**src/rtl/adc_responder_if.sv**
```systemverilog
`timescale 1ns/1ps
`default_nettype none
// ---------------------------------------------------------------------------
// | Module : adc_responder_if                                               |
// | Desc   : Serial ADC link between controller (master) and ADC (slave).   |
// |          convst/sck/serial_tx are driven by the controller, serial_rx   |
// |          by the ADC model.                                              |
// | Rev    : 1.0  initial release                                           |
// ---------------------------------------------------------------------------
interface adc_responder_if;
  logic convst;
  logic sck;
  logic serial_tx;
  logic serial_rx;

  modport master (
    output convst,
    output sck,
    output serial_tx,
    input  serial_rx
  );

  modport slave (
    input  convst,
    input  sck,
    input  serial_tx,
    output serial_rx
  );
endinterface
`default_nettype wire

```
**src/rtl/adc_responder.sv**
```systemverilog
`timescale 1ns/1ps
`default_nettype none
// ---------------------------------------------------------------------------
// | Module : adc_responder                                                  |
// | Desc   : Behavioural SAR-ADC responder. Captures a 12-bit sample on a   |
// |          convst rise, models the conversion time, then shifts the       |
// |          sample out MSB first on sck falls while receiving a 6-bit      |
// |          configuration word on the first six sck rises.                 |
// | Rev    : 1.0  initial release                                           |
// ---------------------------------------------------------------------------
module adc_responder #(
  parameter int TCONV_CYCLES = 80,
  parameter int SYNC_STAGES  = 2
) (
  input  wire logic        i_clk,
  input  wire logic        i_rst_n,
  input  wire logic [11:0] i_sample,
  adc_responder_if.slave   bus,
  output logic      [5:0]  o_cfg_bits,
  output logic             o_cfg_dv,
  output logic             o_busy,
  output logic             o_tconv_err
);

  localparam int c_CNT_W      = $clog2(TCONV_CYCLES + 1);
  localparam int c_ARM_CYCLES = SYNC_STAGES + 1;

  typedef enum logic [1:0] {
    S_IDLE       = 2'd0,
    S_CONVERTING = 2'd1,
    S_READY      = 2'd2,
    S_SHIFTING   = 2'd3
  } state_t;

  state_t                   r_state;
  logic [SYNC_STAGES-1:0]   r_convst_sync;
  logic [SYNC_STAGES-1:0]   r_sck_sync;
  logic [SYNC_STAGES-1:0]   r_tx_sync;
  logic                     r_convst_d;
  logic                     r_sck_d;
  logic [2:0]               r_arm_cnt;
  logic [11:0]              r_sample_pipe [SYNC_STAGES];
  logic [11:0]              r_data;
  logic [5:0]               r_cfg_sr;
  logic                     r_cfg_pend;
  logic [3:0]               r_rise_cnt;
  logic [3:0]               r_fall_cnt;
  logic [c_CNT_W-1:0]       r_conv_cnt;
  logic                     r_serial_rx;

  logic w_armed;
  logic w_convst_s;
  logic w_sck_s;
  logic w_tx_s;
  logic w_cv_rise;
  logic w_cv_fall;
  logic w_sck_rise;
  logic w_sck_fall;

  assign w_convst_s = r_convst_sync[SYNC_STAGES-1];
  assign w_sck_s    = r_sck_sync[SYNC_STAGES-1];
  assign w_tx_s     = r_tx_sync[SYNC_STAGES-1];
  // Edges are masked until the synchronizers have flushed after reset, so a
  // line that was already high at release never looks like a fresh rise.
  assign w_armed    = (r_arm_cnt == 3'(c_ARM_CYCLES));
  assign w_cv_rise  = w_armed &  w_convst_s & ~r_convst_d;
  assign w_cv_fall  = w_armed & ~w_convst_s &  r_convst_d;
  assign w_sck_rise = w_armed &  w_sck_s    & ~r_sck_d;
  assign w_sck_fall = w_armed & ~w_sck_s    &  r_sck_d;

  assign bus.serial_rx = r_serial_rx;

  // Synchronize async inputs, keep previous sample for edge detection, and
  // delay i_sample by the same depth so the captured value lines up with
  // the convst pin edge rather than the later synchronized edge.
  always_ff @(posedge i_clk or negedge i_rst_n) begin
    if (!i_rst_n) begin
      r_convst_sync <= '0;
      r_sck_sync    <= '0;
      r_tx_sync     <= '0;
      r_convst_d    <= 1'b0;
      r_sck_d       <= 1'b0;
      r_arm_cnt     <= '0;
      for (int i = 0; i < SYNC_STAGES; i++) r_sample_pipe[i] <= '0;
    end else begin
      r_convst_sync <= {r_convst_sync[SYNC_STAGES-2:0], bus.convst};
      r_sck_sync    <= {r_sck_sync[SYNC_STAGES-2:0], bus.sck};
      r_tx_sync     <= {r_tx_sync[SYNC_STAGES-2:0], bus.serial_tx};
      r_convst_d    <= w_convst_s;
      r_sck_d       <= w_sck_s;
      if (!w_armed) r_arm_cnt <= r_arm_cnt + 3'd1;
      r_sample_pipe[0] <= i_sample;
      for (int i = 1; i < SYNC_STAGES; i++) r_sample_pipe[i] <= r_sample_pipe[i-1];
    end
  end

  // Conversion / shift state machine with registered outputs.
  always_ff @(posedge i_clk or negedge i_rst_n) begin
    if (!i_rst_n) begin
      r_state     <= S_IDLE;
      r_data      <= '0;
      r_cfg_sr    <= '0;
      r_cfg_pend  <= 1'b0;
      r_rise_cnt  <= '0;
      r_fall_cnt  <= '0;
      r_conv_cnt  <= '0;
      r_serial_rx <= 1'b0;
      o_cfg_bits  <= '0;
      o_cfg_dv    <= 1'b0;
      o_busy      <= 1'b0;
      o_tconv_err <= 1'b0;
    end else begin
      r_cfg_pend <= 1'b0;
      o_cfg_dv   <= 1'b0;
      // A completed six-bit word is published one cycle after the 6th rise.
      if (r_cfg_pend) begin
        o_cfg_bits <= r_cfg_sr;
        o_cfg_dv   <= 1'b1;
      end

      if (w_cv_rise) begin
        // A convst rise restarts from any state and wins over sck edges.
        r_state     <= S_CONVERTING;
        r_data      <= r_sample_pipe[SYNC_STAGES-1];
        r_cfg_sr    <= '0;
        r_rise_cnt  <= '0;
        r_fall_cnt  <= '0;
        r_conv_cnt  <= c_CNT_W'(TCONV_CYCLES - 1);
        r_serial_rx <= 1'b0;
        o_busy      <= 1'b1;
        o_tconv_err <= 1'b0;
      end else begin
        case (r_state)
          S_IDLE: begin
            r_serial_rx <= 1'b0;
          end
          S_CONVERTING: begin
            r_serial_rx <= 1'b0;
            if (w_cv_fall) begin
              o_tconv_err <= 1'b1;
              o_busy      <= 1'b0;
              r_serial_rx <= r_data[11];
              r_state     <= S_SHIFTING;
            end else if (r_conv_cnt == '0) begin
              o_busy  <= 1'b0;
              r_state <= S_READY;
            end else begin
              r_conv_cnt <= r_conv_cnt - 1'b1;
            end
          end
          S_READY: begin
            r_serial_rx <= 1'b0;
            if (w_cv_fall) begin
              r_serial_rx <= r_data[11];
              r_state     <= S_SHIFTING;
            end
          end
          S_SHIFTING: begin
            if (w_sck_rise) begin
              if (r_rise_cnt != 4'd12) r_rise_cnt <= r_rise_cnt + 4'd1;
              if (r_rise_cnt < 4'd6)  r_cfg_sr   <= {r_cfg_sr[4:0], w_tx_s};
              if (r_rise_cnt == 4'd5) r_cfg_pend <= 1'b1;
            end else if (w_sck_fall && (r_rise_cnt != 4'd0)) begin
              r_fall_cnt <= r_fall_cnt + 4'd1;
              if (r_fall_cnt == 4'd11) begin
                r_serial_rx <= 1'b0;
                r_state     <= S_IDLE;
              end else begin
                r_data      <= {r_data[10:0], 1'b0};
                r_serial_rx <= r_data[10];
              end
            end
          end
          default: begin
            r_state <= S_IDLE;
          end
        endcase
      end
    end
  end

endmodule
`default_nettype wire

```
**src/flat_wrapper.sv**
```systemverilog
// flat-port wrapper written by rule: the top's interface ports become plain ports
module adc_responder_flat 
#(
  parameter int TCONV_CYCLES = 80,
  parameter int SYNC_STAGES  = 2
)
  (i_clk, i_rst_n, i_sample, o_cfg_bits, o_cfg_dv, o_busy, o_tconv_err, bus_convst, bus_sck, bus_serial_tx, bus_serial_rx);
  adc_responder_if bus_i ();
  input  wire logic i_clk;
  input  wire logic i_rst_n;
  input  wire logic [11:0] i_sample;
  output logic      [5:0] o_cfg_bits;
  output logic o_cfg_dv;
  output logic o_busy;
  output logic o_tconv_err;
  input wire logic [$bits(bus_i.convst)-1:0] bus_convst;
  input wire logic [$bits(bus_i.sck)-1:0] bus_sck;
  input wire logic [$bits(bus_i.serial_tx)-1:0] bus_serial_tx;
  output wire logic [$bits(bus_i.serial_rx)-1:0] bus_serial_rx;
  assign bus_i.convst = bus_convst;
  assign bus_i.sck = bus_sck;
  assign bus_i.serial_tx = bus_serial_tx;
  assign bus_serial_rx = bus_i.serial_rx;
  adc_responder #(.TCONV_CYCLES(TCONV_CYCLES), .SYNC_STAGES(SYNC_STAGES)) u_core (.i_clk(i_clk), .i_rst_n(i_rst_n), .i_sample(i_sample), .bus(bus_i), .o_cfg_bits(o_cfg_bits), .o_cfg_dv(o_cfg_dv), .o_busy(o_busy), .o_tconv_err(o_tconv_err));
endmodule
```
**config.mk**
```make
export PLATFORM = sky130hd
export DESIGN_NAME = adc_responder_flat
export DESIGN_NICKNAME = d
export VERILOG_FILES = /design/src/rtl/adc_responder_if.sv /design/src/rtl/adc_responder.sv /design/src/flat_wrapper.sv
export SDC_FILE = /design/constraint.sdc
export NUM_CORES = 1
export LEC_CHECK = 0
export CAP_MARGIN = 30
export CORE_ASPECT_RATIO = 0.9
export CORE_UTILIZATION = 60
export CTS_BUF_LIST = sky130_fd_sc_hd__clkbuf_2 sky130_fd_sc_hd__clkbuf_4 sky130_fd_sc_hd__clkbuf_8
export DETAILED_ROUTE_END_ITERATION = 6
export GPL_ROUTABILITY_DRIVEN = 0
export MAX_ROUTING_LAYER = met4
export PLACE_DENSITY = 0.91
export SLEW_MARGIN = 20
export SYNTH_ARGS = -nofsm -noshare
export SYNTH_HDL_FRONTEND = slang
export SYNTH_SLANG_ARGS = --single-unit
```
**constraint.sdc**
```tcl
create_clock -name i_clk -period 2.78 [get_ports i_clk]
set_clock_uncertainty 0.1 [all_clocks]
set_input_delay 0.278 -clock i_clk [delete_from_list [all_inputs] [get_ports i_clk]]
set_output_delay 0.278 -clock i_clk [all_outputs]
set_load 0.05 [all_outputs]
```
==> results of run 1 <==
==> critical path: stages, from the launching register on <==
cell and delay, ns:
sky130_fd_sc_hd__dfrtp_1 0.45, sky130_fd_sc_hd__ha_1 0.42, sky130_fd_sc_hd__nand4b_1 0.30, sky130_fd_sc_hd__a211oi_2 0.67, sky130_fd_sc_hd__mux2i_1 0.27, sky130_fd_sc_hd__nor2_1 0.06
==> cells by family (layout without fill, tap and decap cells) <==
family,Yosys count,after routing,synth area share (%)
buf+inv,29,55,3.39
xor+xnor,8,8,2.13
compound gates,43,43,9.26
simple gates,91,91,14.4
mux,14,14,4.54
flops,81,81,61.7
fa+ha+maj,12,12,4.57
==> placed cells by master, fill, tap and decap left out, types with 2 or more instances in the layout <==
cell type | synthesis | routed
sky130_fd_sc_hd__dfrtp_1 | 81 | 81
sky130_fd_sc_hd__clkdlybuf4s50_1 | 0 | 25
sky130_fd_sc_hd__nand2_1 | 19 | 19
sky130_fd_sc_hd__nand3_1 | 19 | 19
sky130_fd_sc_hd__nor2_1 | 18 | 17
sky130_fd_sc_hd__nand4_1 | 13 | 13
sky130_fd_sc_hd__ha_1 | 12 | 12
sky130_fd_sc_hd__o211ai_1 | 11 | 11
sky130_fd_sc_hd__clkbuf_8 | 0 | 10
sky130_fd_sc_hd__inv_1 | 9 | 9
sky130_fd_sc_hd__o21ai_0 | 9 | 9
sky130_fd_sc_hd__mux2_2 | 7 | 7
sky130_fd_sc_hd__mux2i_1 | 7 | 7
sky130_fd_sc_hd__a21oi_1 | 6 | 6
sky130_fd_sc_hd__xnor2_1 | 5 | 5
sky130_fd_sc_hd__nor3_1 | 3 | 3
sky130_fd_sc_hd__and3b_1 | 3 | 3
sky130_fd_sc_hd__xor2_1 | 3 | 3
sky130_fd_sc_hd__or3_2 | 3 | 3
sky130_fd_sc_hd__bufinv_16 | 0 | 3
sky130_fd_sc_hd__buf_4 | 0 | 3
sky130_fd_sc_hd__and3_1 | 2 | 2
sky130_fd_sc_hd__a311oi_1 | 2 | 2
sky130_fd_sc_hd__a31oi_1 | 2 | 2
sky130_fd_sc_hd__nand3b_1 | 2 | 2
sky130_fd_sc_hd__a21o_1 | 2 | 2
sky130_fd_sc_hd__or3_1 | 2 | 2
sky130_fd_sc_hd__o2111ai_1 | 2 | 2
sky130_fd_sc_hd__inv_6 | 0 | 2
==> worst max-delay path by stage <==
stage / end / from / slack (ns) / cells after the start
after floorplan: u_core.r_conv_cnt[4] / u_core.r_arm_cnt[0] / 0.65 / 7
after global placement: u_core.r_conv_cnt[4] / u_core.r_arm_cnt[0] / 0.58 / 6
after detailed placement: u_core.r_cfg_sr[1] / u_core.r_arm_cnt[0] / 0.45 / 6
after CTS: u_core.r_cfg_sr[2] / u_core.r_arm_cnt[0] / 0.40 / 6
after global routing: u_core.r_cfg_sr[4] / u_core.r_state[1] / 0.28 / 5
final: u_core.r_cfg_sr[2] / u_core.r_state[1] / 0.39 / 5
==> synthesized netlist by cell type, drive strengths merged (2+ instances only) <==
master | instances | area share [%]
dfrtp | 81 | 62
nand2 | 19 | 2.2
nand3 | 19 | 2.9
nor2 | 18 | 2.1
clkbuf | 16 | 1.8
nand4 | 13 | 2.5
ha | 12 | 4.6
o211ai | 11 | 2.5
inv | 9 | 1.0
o21ai | 9 | 1.4
mux2 | 7 | 2.4
mux2i | 7 | 2.1
a21oi | 6 | 0.91
or3 | 5 | 1.1
xnor2 | 5 | 1.3
buf | 4 | 0.53
and3b | 3 | 0.80
nor3 | 3 | 0.46
xor2 | 3 | 0.80
a21o | 2 | 0.46
a311oi | 2 | 0.53
a31oi | 2 | 0.38
and3 | 2 | 0.38
nand3b | 2 | 0.46
o2111ai | 2 | 0.53
or4 | 2 | 0.50
==> area by class of cell <==
class | instances | area (µm²) | area share (%)
clock buffer | 10 | 138 | 3.57
clock inverter | 6 | 113 | 2.92
inverter | 9 | 33.8 | 0.877
multi-input combinational | 168 | 1150 | 29.8
sequential | 81 | 2030 | 52.6
tap | 67 | 83.8 | 2.18
timing repair buffer | 30 | 310 | 8.05
==> per-stage QoR <==
step / utilization (%) / instance area [µm²] / total power (µW) / worst slack [ns] / hold WS (ns)
floorplan: - / 3280 / 1790 / 0.649 / -0.118
global placement: 67.8 / 3560 / 1920 / 0.580 / 0.232
detailed placement: 67.8 / 3560 / 1950 / 0.452 / 0.236
CTS: 72.6 / 3810 / 3040 / 0.398 / 0.00697
global route: 73.3 / 3850 / 3180 / 0.277 / 0.231
finish: 73.3 / 3850 / 3030 / 0.389 / 0.236
==> metal layers <==
metal	GRT usage, %	up-vias	part of all wire [%]
met2	42.8	66	51
met3	8.68	24	4.8
met1	30.9	1102	41
li1	-	1024	-
met5	-	-	0
met4	11.5	0	3.4
==> sequential cells by signal, indices dropped and copies added, names as in the netlist <==
name / cells
u_core.r_cfg_sr: 6
u_core.r_sck_sync: 2
u_core.o_busy: 1
u_core.r_state: 2
u_core.r_convst_d: 1
u_core.r_conv_cnt: 7
u_core.bus.serial_rx: 1
u_core.r_rise_cnt: 4
u_core.o_cfg_dv: 1
u_core.r_fall_cnt: 4
u_core.r_sck_d: 1
u_core.r_tx_sync: 2
u_core.o_tconv_err: 1
u_core.r_sample_pipe: 24
u_core.o_cfg_bits: 6
u_core.r_arm_cnt: 3
u_core.r_data: 12
u_core.r_convst_sync: 2
u_core.r_cfg_pend: 1
==> power groups by stage <==
stage | registers (µW) | logic, µW | clock network [µW]
detailed placement | 1410 | 540 | 0
CTS | 1390 | 576 | 1070
finish | 1400 | 581 | 1050
global placement | 1400 | 517 | 0
global route | 1410 | 644 | 1130
floorplan | 1440 | 352 | 0
==> what timing repair did <==
item	CTS	global route
hold endpoints to repair	0	18
hold buffers	0	1
endpoints found under the setup margin	0	0
==> impl_summary.md, run 1 <==
Final layout
In the final layout, the share of cells above drive strength 1 is 11.8%. After the last flow step, the layout net total stands at 328. Relative to the synthesized area, the layout overhead comes to 17.3%. The antenna diode count is 0.

The number of standard cells in the final layout excluding fillers is 371. The final-layout fill cell count is 346.

STA
The normalized max-slew margin is 54.3%. The final hold violation count was 0. The setup TNS after final layout is 0 ns. For the pin with the worst max-slew slack, the measured transition is 0.685 ns. Setup repair after global routing left no endpoint under its margin.

Subtracting the final worst setup slack from the clock period gives roughly 2.4 ns. The peak clock frequency supported by timing is 418 MHz. In the finished design, the share of the clock period the worst path needs comes to a little under nine tenths. The number of max-slew violations in the final report is 0.

The final number of setup-violating endpoints is 0.

Floorplanning
The count of pins on the block boundary is 27. The overall die height is between 70 and 80 µm. The area of the placeable core is 5260 µm². The count of standard-cell rows is 25.

Measured along the x axis, the die boundary spans 80.0 µm. The overall die area is 5770 µm². The initial utilization of the core area, before any placement, comes to 62.5%.

Global route
The largest net degree at the start of global routing is 82. After global routing the overflow that remains totals 0. The first-pass GRT wire length is between 10 and 15 mm. The overall routing resource usage is a little over a quarter. The initial antenna violation count is 0. The via count of the first global-routing pass is 2215.

Synthesis
For this run, the leading register cell type out of synthesis is sky130_fd_sc_hd__dfrtp_1. Summing the sequential cell areas from Yosys gives 61.7% of the chip area. The number of nets handed over by synthesis was 307. Yosys mapped the design onto 43 distinct sky130hd cell types. During synthesis, Yosys emitted a total of 0 warnings. Dividing the synthesized area by the synthesized cell count gives 11.8 µm².

The cell area after synthesis is 3280 µm². Counting every instance in the synthesized netlist gives 278. The number of synthesized register bits is 81. The fraction of registers with async set/reset is 100%.

The number of enable flip-flop cells after synthesis is 0.

Worst hold path
The kind of path behind the tightest hold check is primary input to asynchronous set/reset pin.

Clock tree
Post-CTS repair changed the size of 0 cells. The buffer cell driving the clock tree root is sky130_fd_sc_hd__clkbuf_8. The clock passes through at most 2 buffers. The post-CTS setup buffer count is 0. TritonCTS built the clock tree. Clock-pin slew was measured on the worst setup and hold paths at about 0.080 ns. The number of buffers added by the clock tree synthesis step is 9. Clock latency on the worst-skew pair, taken at its later pin, is 0.35 ns. The tree built by TritonCTS fans out to 81 sinks.

CTS built an H-tree with a depth of 3.

Pwr
The net switching fraction of the power is 28.8%. The fraction of power consumed by sequential logic is 46.1%. The combinational share of power is a little under a fifth. VDD sags by at most 0.686 mV. Summed over all cells, the static leakage comes to around 0.0017 µW. In this run the power density over the cells is 787 nW/µm². For this design the total switching power over the nets is 874 µW. The portion of total power attributed to the clock network is 34.7%. The internal portion of the total power is approximately 2200 µW.

Critical path
The launching point of the worst reg2reg path is u_core.r_state[1]. The kind of launch point of the worst setup path is a flip-flop. Setup slack on the worst reg-to-reg path comes out at 0.39 ns.

STA classifies the critical path endpoint as a flip-flop. Of all nets on the critical path, the largest fanout is 11. At the worst endpoint, the required time is ~2.9 ns. The worst path arrival time is about 2.5 ns. The count of cells along the worst register-to-register path is 5.

The endpoint of the worst-slack reg-to-reg timing path is u_core.r_cfg_sr[2]. The class of the most critical setup path is flip-flop to flip-flop.

Routing
In this run the remaining antenna-violating nets after routing total 0. Dividing the detail-routed via count by the number of cells gives around 6. The final layout contains routed wiring with a total length of 6.40 mm. For this run, design rule violations remaining after detail routing come to 0. The wire length per cell after detailed routing is roughly 17 µm. For this run, the detailed router's first-pass iteration total came to 6. The number of vias in the routed layout is between 2000 and 2500. The first routing iteration left 129 violations.

Run status
The run finished with clean final reports.

Flow run
The number of max-capacitance violations reported is 0.

Place
The HPWL after detailed placement is 3.61 mm. The count of buffers added on input and output ports is 26. In this run, placement finished with an instance count of around 350.
Note: power is estimated with default switching activity, not from simulation.
==> run 2: changes to the inputs <==
- CAP_MARGIN: 30 -> default
==> run 2 against run 1 <==
Global-route usage unchanged. Die area unchanged. Cell count decreased by 0.54%. Worst hold slack got worse by 0.26 ns. Non-clock buffer count decreased by 2. Routed wire length decreased by 1.1%. Count of clock-buffer cells in the layout unchanged. The flow now finishes with violations (DRC, hold timing). Via count decreased by 0.14%. Design area decreased by 0.97%. Sequential cell count unchanged. Fmax about the same.
==> impl_summary.md, run 2 (synthesis gave the netlist of run 1 again) <==
Place
The quantity of I/O buffers inserted on ports is 26. Detailed placement finished with a half-perimeter wire length of 3.61 mm.

Pwr
The total power consumption of the routed design is 3030 µW. The maximum ir drop on the vdd rail is 0.687 mV. The leakage power is around 0.0017 µW.

The power density over the cells is 793 nW/µm².

Global route
The via count of the first global-routing pass is approximately 2200. The remaining global-route overflow is 0. Entering global routing, the biggest net connects 82 pins. For this run, the total global-route usage over all layers was measured as 26.7%. The initial antenna violation count is 0. The first-pass GRT wire length is 10.7 mm.

Critical path
STA classifies the critical path startpoint as a flip-flop. Of all nets on the critical path, the largest fanout is 11. For the worst setup path, the data arrival time is 2.53 ns.

For the worst setup path, the data required time is ~3 ns. The count of cells along the worst register-to-register path is 5. The worst setup path is of the flip-flop to flip-flop kind. The element type at the critical path end is a flip-flop.

Routing
The DRC violation count after routing is 1. The detailed router placed about 2200 vias in this run. The wire length after detailed routing is around 6.3 mm. The via density per instance is approximately 6.0. The residual antenna-violating net count after detailed routing is 0. The first-pass iteration count of the detailed router is 7. The violation count after the first detailed-route iteration is 140. Dividing the detail-routed wire length by the instance count gives between 15 and 20 µm.

Final layout
The final net count is 326. u_core.r_sample_pipe holds more flip-flops than any other register. The register with the most flip-flops in the layout has 24 of them. The layout cell share with drive strength beyond 1 is 11.6%. The largest registers in the layout are u_core.r_sample_pipe (24), u_core.r_data (12), u_core.r_conv_cnt (7).

After filler insertion, the fill cell instance count of the layout stands at 349. The commonest non-fill, non-tap cell in the layout is sky130_fd_sc_hd__dfrtp_1. In the layout the commonest cells are 81 x sky130_fd_sc_hd__dfrtp_1, 25 x sky130_fd_sc_hd__clkdlybuf4s50_1, 19 x sky130_fd_sc_hd__nand2_1, 19 x sky130_fd_sc_hd__nand3_1, 17 x sky130_fd_sc_hd__nor2_1. The antenna diode count is 0. The area growth from synthesis to layout is 16.2%.

Clock tree
The post-CTS setup buffer count is 0. TritonCTS built the clock tree. The CTS clock-pin slew for the worst setup and hold paths is 0.08 ns. CTS saw 81 sinks. The insertion delay to the later sink of the worst-skew pair is 0.35 ns. The maximum clock path buffer count is 2. The number of hold buffers added after CTS was 0. Counting the buffers created by CTS gives 9. The tree is rooted in a sky130_fd_sc_hd__clkbuf_8. The number of gates resized after CTS was 0. The maximum level of the CTS H-tree is 3.

STA
Final hold analysis gives a worst-case slack of -0.0223 ns. The final hold violation count is 47. For the final routed database, the setup TNS stands at 0 ns. The peak clock frequency supported by timing is 418 MHz.

The final worst-path cycle share is 86.0%. Setup violations remaining at the end of the flow were counted as 0. The final critical delay including setup and external delays is 2.39 ns. The normalized max-slew margin is 36.5%. The number of max-slew violations in the final report is 0. The actual transition at the worst max-transition pin is 0.952 ns. Setup repair after global routing left no endpoint under its margin.

Floorplanning
The die width is 80.0 µm. The count of pins on the block boundary is 27. In this run the core area contains 25 standard-cell rows. After floorplanning, the core was sized to cover ~5300 µm².

The initial standard-cell utilization of the core is a little over three fifths. The floorplan step set the die height to 72.2 µm. The overall die area is 5770 µm².

Worst hold path
The kind of path behind the tightest hold check is primary input to asynchronous set/reset pin.

Flow run
The tool flagged a number of max-cap violations equal to 0.

Run status
The run finished, with violations left. The checks that failed: DRC, hold timing.
-- run 2: cell types whose count changed in the layout (fill, tap and decap cells not counted) --
cell                            delta
sky130_fd_sc_hd__buf_16            -1
sky130_fd_sc_hd__dlygate4sd3_1     -1
-- run 2: layout make-up --
class                           instances  area [µm²]  share of cell area (%)
Sequential cell                        81        2030                    53.1
Multi-Input combinational cell        168        1150                    30.1
Timing Repair Buffer                   28         273                    7.15
Clock buffer                           10         138                    3.61
Clock inverter                          6         113                    2.95
Tap cell                               67        83.8                    2.20
Inverter                                9        33.8                   0.886
-- run 2: report_power, final --
part / switching (µW) / internal [µW] / leakage (µW) / total (µW)
sequential: 101 / 1300 / 0.000996 / 1400
combinational: 344 / 232 / 0.000552 / 576
clock: 427 / 626 / 0.000127 / 1050
total: 873 / 2150 / 0.00168 / 3030
-- run 2: final timing paths --
kind,startpoint,end,slack [ns]
max,u_core.r_state[1],u_core.r_cfg_sr[2],0.39
min in group i_clk,u_core.r_sample_pipe[23],u_core.r_sample_pipe[11],0.25
min reg2reg,u_core.r_sample_pipe[23],u_core.r_sample_pipe[11],0.25
max reg2reg,u_core.r_state[1],u_core.r_cfg_sr[2],0.39
max in group asynchronous,i_rst_n,u_core.r_sample_pipe[19],2.00
min,i_rst_n,u_core.o_cfg_bits[5],-0.02
-- run 2: metal layers --
metal  up-vias  wire (µm)  track usage, %
met2        62       3300            42.8
met5         -          0               -
met1      1112       2540            30.9
met4         0        191            11.5
met3        17        293            8.68
li1       1022          -               -
-- run 2: worst max-delay path, cell delays in order, from the launching register on --
cell and delay (ns):
sky130_fd_sc_hd__dfrtp_1 0.46, sky130_fd_sc_hd__ha_1 0.43, sky130_fd_sc_hd__nand4b_1 0.30, sky130_fd_sc_hd__a211oi_2 0.66
sky130_fd_sc_hd__mux2i_1 0.27, sky130_fd_sc_hd__nor2_1 0.06
-- run 2: stage by stage --
step	instances	util [%]	area (µm²)	setup slack, ns
finish	369	72.6	3810	0.390
global route	369	72.6	3810	0.277
CTS	369	72.6	3810	0.398
detailed placement	353	67.8	3560	0.452
global placement	353	67.8	3560	0.580
floorplan	278	-	3280	0.649
==> run 3: changes to the inputs <==
- ABC_AREA: default -> 1
==> run 3 against run 2 <==
The flow finishes with violations (hold timing). Die area up 3.1%. Largest cell class unchanged. Global-route usage fell by 3.6 points. Clock power down 17%. Fmax increased by 11%. Core utilization shrank 0.29 points. Sequential cell count is the same. Largest power group unchanged. Critical endpoint is now u_core.r_data[4]. Highest routed layer unchanged. Worst hold slack worse by 0.0021 ns.
==> impl_summary.md, run 3 <==
Synthesis
The cell count after synthesis is 331. The largest family of logic cells by synthesized area is simple AND/OR/NAND/NOR gates. Yosys mapped a number of flops with a built-in enable equal to 0. The commonest cells after synthesis are 81 x sky130_fd_sc_hd__dfrtp_1, 65 x sky130_fd_sc_hd__nand2_1, 47 x sky130_fd_sc_hd__nand3_1. Synthesis instantiated 31 different standard cells from the library.

Multiplexer cells account for 0.665% of the synthesized area. The area share of fa/ha/maj cells after synthesis is 4.43%. The synthesized net count is 360. Of the total synthesized cell area, the portion taken by AND, OR, NAND and NOR gates is 22.5%. The most area-hungry cell type in the Yosys netlist is sky130_fd_sc_hd__dfrtp_1. After synthesis, the share of flip-flops with an asynchronous set or reset is 100%. In this run, synthesis produced a sequential element count of 81. In the post-synthesis netlist, the biggest area contributors are sky130_fd_sc_hd__dfrtp_1 60%, sky130_fd_sc_hd__nand2_1 7.2%, sky130_fd_sc_hd__nand3_1 6.9%. The average instance in the mapped netlist occupies 10.2 µm². The dominant synthesized flop cell is sky130_fd_sc_hd__dfrtp_1.

The area fraction in compound gates after synthesis is 5.69%. The most frequent cell after synthesis is sky130_fd_sc_hd__dfrtp_1. Of the synthesized area, sequential elements account for roughly three fifths. The number of warning messages in the yosys log is 0. Summing the areas of all xor and xnor instances in the mapped netlist gives under 10% of the synthesized area.

The cell area after synthesis is 3390 µm². The share of the synthesized area in the top cell type is 59.8%.

Global route
The first global-routing pass estimated 9.70 mm of wire. The largest net degree at the start of global routing is 82. The overall routing resource usage is between 20% and 30%. The via count of the first global-routing pass is roughly 2200. The initial antenna violation count is 0.

The remaining global-route overflow is 0.

Floorplanning
The count of pins on the block boundary is 27. For this configuration, the core starts out at a cell density of 63.3%. The count of standard-cell rows is 25. The overall die area is 5950 µm². The overall die height is 73.3 µm. The area of the placeable core is 5350 µm². In this run the horizontal extent of the chip is 81.2 µm.

Critical path
The flop-to-flop setup slack is 0.63 ns. Counting cells, the worst reg-to-reg path comes to 8. In this run the worst setup path terminates at u_core.r_data[4]. The data required time at the worst endpoint is 2.96 ns.

The most common cell type on the critical path is sky130_fd_sc_hd__ha_1. Among all stages on the critical path, the largest delay is contributed by sky130_fd_sc_hd__nor2_2. The highest cell delay on the worst timing path is 0.40 ns. The critical-path maximum fanout is 19. Data on the critical path arrives at its endpoint at 2.33 ns. The worst register-to-register path begins at u_core.r_arm_cnt[0]. The endpoint of the worst-slack reg-to-reg timing path is u_core.r_data[4].

The kind of launch point of the worst setup path is a flip-flop. The worst setup path startpoint is u_core.r_arm_cnt[0]. The worst setup path is of the flip-flop to flip-flop kind. Walking the worst path, the cells encountered are ha_1 -> ha_1 -> nand2_4 -> nor2_8 -> buf_4 -> nor2_2 -> nand2_1 -> nand3_1. The element type at the critical path end is a flip-flop.

STA
The normalized max-slew margin is between 30% and 40%. The final number of setup-violating endpoints is 0. Setup slack on the critical path of the routed design comes to 0.631 ns. The number of max-slew violations in the final report is 0. The final critical delay including setup and external delays is ~2.1 ns. For the pin with the worst max-slew slack, the measured transition is 0.975 ns. Setup total negative slack on the finished layout was measured at 0 ns. Hold timing on the final database bottoms out at a slack of -0.0244 ns. Setup repair after global routing left no endpoint under its margin. The final hold violation count is 27.

Timing would allow up to between 400 and 500 MHz. The final worst-path cycle share is between 70 and 80%.

Place
In this run the tool buffered the top-level ports with 26 buffer cells. The placement-stage cell area is 3660 µm². Summed over all nets, the half-perimeter wirelength after detailed placement is between 3 and 4 mm. Before CTS, the worst setup slack after placement is just under 0.7 ns.

Final layout
The commonest non-fill, non-tap cell in the layout is sky130_fd_sc_hd__dfrtp_1. The largest register by flop count is u_core.r_sample_pipe. The layout cell share with drive strength beyond 1 is 11.8%. The design area is 3870 µm². The register with the most flip-flops in the layout has 24 of them.

The library cells used most frequently in the layout, excluding fill and tap cells, are 81 x sky130_fd_sc_hd__dfrtp_1, 65 x sky130_fd_sc_hd__nand2_1, 47 x sky130_fd_sc_hd__nand3_1. In the final layout, the registers with the most flip-flops are u_core.r_sample_pipe (24), u_core.r_data (12), u_core.r_conv_cnt (7). Once layout is complete, the utilization of the core stands at between 70 and 80%. The antenna diode count is 0. From synthesis to final layout, the design area changed by 14.2%. The layout has between 300 and 400 filler cells. The final net count is 388.

Flow run
The tool flagged a number of max-cap violations equal to 0.

Clock tree
The clock reaches the later pin of the worst-skew pair after 0.35 ns. After clock tree synthesis, the setup repair step added 0 buffers. The count of clock tree sinks is 81. Buffers inserted during clock tree synthesis total 9. TritonCTS built the clock tree. The tree is rooted in a sky130_fd_sc_hd__clkbuf_8. For this design, the CTS-stage hold fixing added 0 buffers. Post-CTS repair changed the size of 0 cells.

The CTS clock-pin slew for the worst setup and hold paths is 0.08 ns. The maximum level of the CTS H-tree is 3. The clock passes through at most 2 buffers.

Routing
The DRC violation count after routing is 0. The detail route stage leaves a number of antenna-violating nets equal to 0. The number of vias in the routed layout is 2323.

The pre-antenna-repair detailed-routing pass consisted of 5 iterations. The via density per instance is 5.39. The wire length per cell after detailed routing is roughly 13 µm. For this block, the routed nets add up to around 5.8 mm of wire. The violation count after the first detailed-route iteration is 251.

Worst hold path
The kind of path behind the tightest hold check is primary input to asynchronous set/reset pin.

Run status
The run finished, with violations left. The checks that failed: hold timing.

Pwr
Summed over all cells, the static leakage comes to 0.00179 µW. The total power consumption of the routed design is approximately 2900 µW. The power density over the cells is 746 nW/µm². The maximum ir drop on the vdd rail is 0.483 mV.
[run 3: changes by cell type in the layout (fill, tap and decap cells not counted), moves of 6 or more]
cell	change
sky130_fd_sc_hd__nand2_1	+46
sky130_fd_sc_hd__nand3_1	+28
sky130_fd_sc_hd__inv_1	+18
sky130_fd_sc_hd__o211ai_1	-11
sky130_fd_sc_hd__mux2i_1	-7
sky130_fd_sc_hd__nand4_1	-7
sky130_fd_sc_hd__o21ai_1	+7
sky130_fd_sc_hd__a21oi_1	+6
[run 3: worst min path at each step]
stage / slack (ns) / depth (start not counted) / end / startpoint
5_1_grt: 0.06 / 1 / u_core.r_conv_cnt[2] / i_rst_n
4_1_cts: 0.0003 / 1 / u_core.r_conv_cnt[2] / i_rst_n
3_5_place_dp: 0.24 / 0 / u_core.r_sample_pipe[0] / u_core.r_sample_pipe[12]
6_report: -0.02 / 1 / u_core.r_conv_cnt[2] / i_rst_n
3_3_place_gp: 0.23 / 0 / u_core.r_sample_pipe[1] / u_core.r_sample_pipe[13]
2_1_floorplan: -0.12 / 0 / u_core.bus.serial_rx / i_rst_n
[run 3: cell families after synthesis]
logic type | after synthesis
muxes | 2
DFF | 81
buffers and inverters | 42
and+or+nand+nor | 156
xor gates and xnor gates | 4
AOI/OAI and AO/OA | 34
adders and majority gates | 12
[run 3: per-layer routing]
layer	GRT usage, %	vias to the layer above	routed length [µm]
li1	-	1136	-
met1	28.8	1099	2600
met2	35.2	78	2850
met3	6.83	10	283
met4	9.33	0	65
met5	-	-	0
[run 3: critical path: cells and delay by family, from the launching register on]
family / cells / cell delay (ns)
AND/OR/NAND/NOR: 5 / 0.84
adder cells (fa/ha/maj): 2 / 0.53
flip-flops: 1 / 0.39
buffers and inverters: 1 / 0.21
[run 3: through the flow]
stage | hold slack (ns) | cells
2_1_floorplan | -0.118 | 331
3_3_place_gp | 0.231 | 415
3_5_place_dp | 0.236 | 415
4_1_cts | 0.000291 | 431
5_1_grt | 0.0583 | 431
6_report | -0.0244 | 431
[run 3: cell type report]
class / instances / area, µm² / share of cell area, %
clock inverter: 5 / 62.6 / 1.62
tap: 67 / 83.8 / 2.17
sequential: 81 / 2030 / 52.4
multi-input combinational: 208 / 1160 / 30.0
clock buffer: 11 / 145 / 3.75
timing repair buffer: 27 / 265 / 6.86
inverter: 32 / 123 / 3.17
[run 3: where the power goes]
group / leakage (µW) / switching (µW) / internal (µW)
combinational: 0.000696 / 395 / 211
clock: 0.0000996 / 417 / 454
sequential: 0.000998 / 96.3 / 1310
total: 0.00179 / 908 / 1980
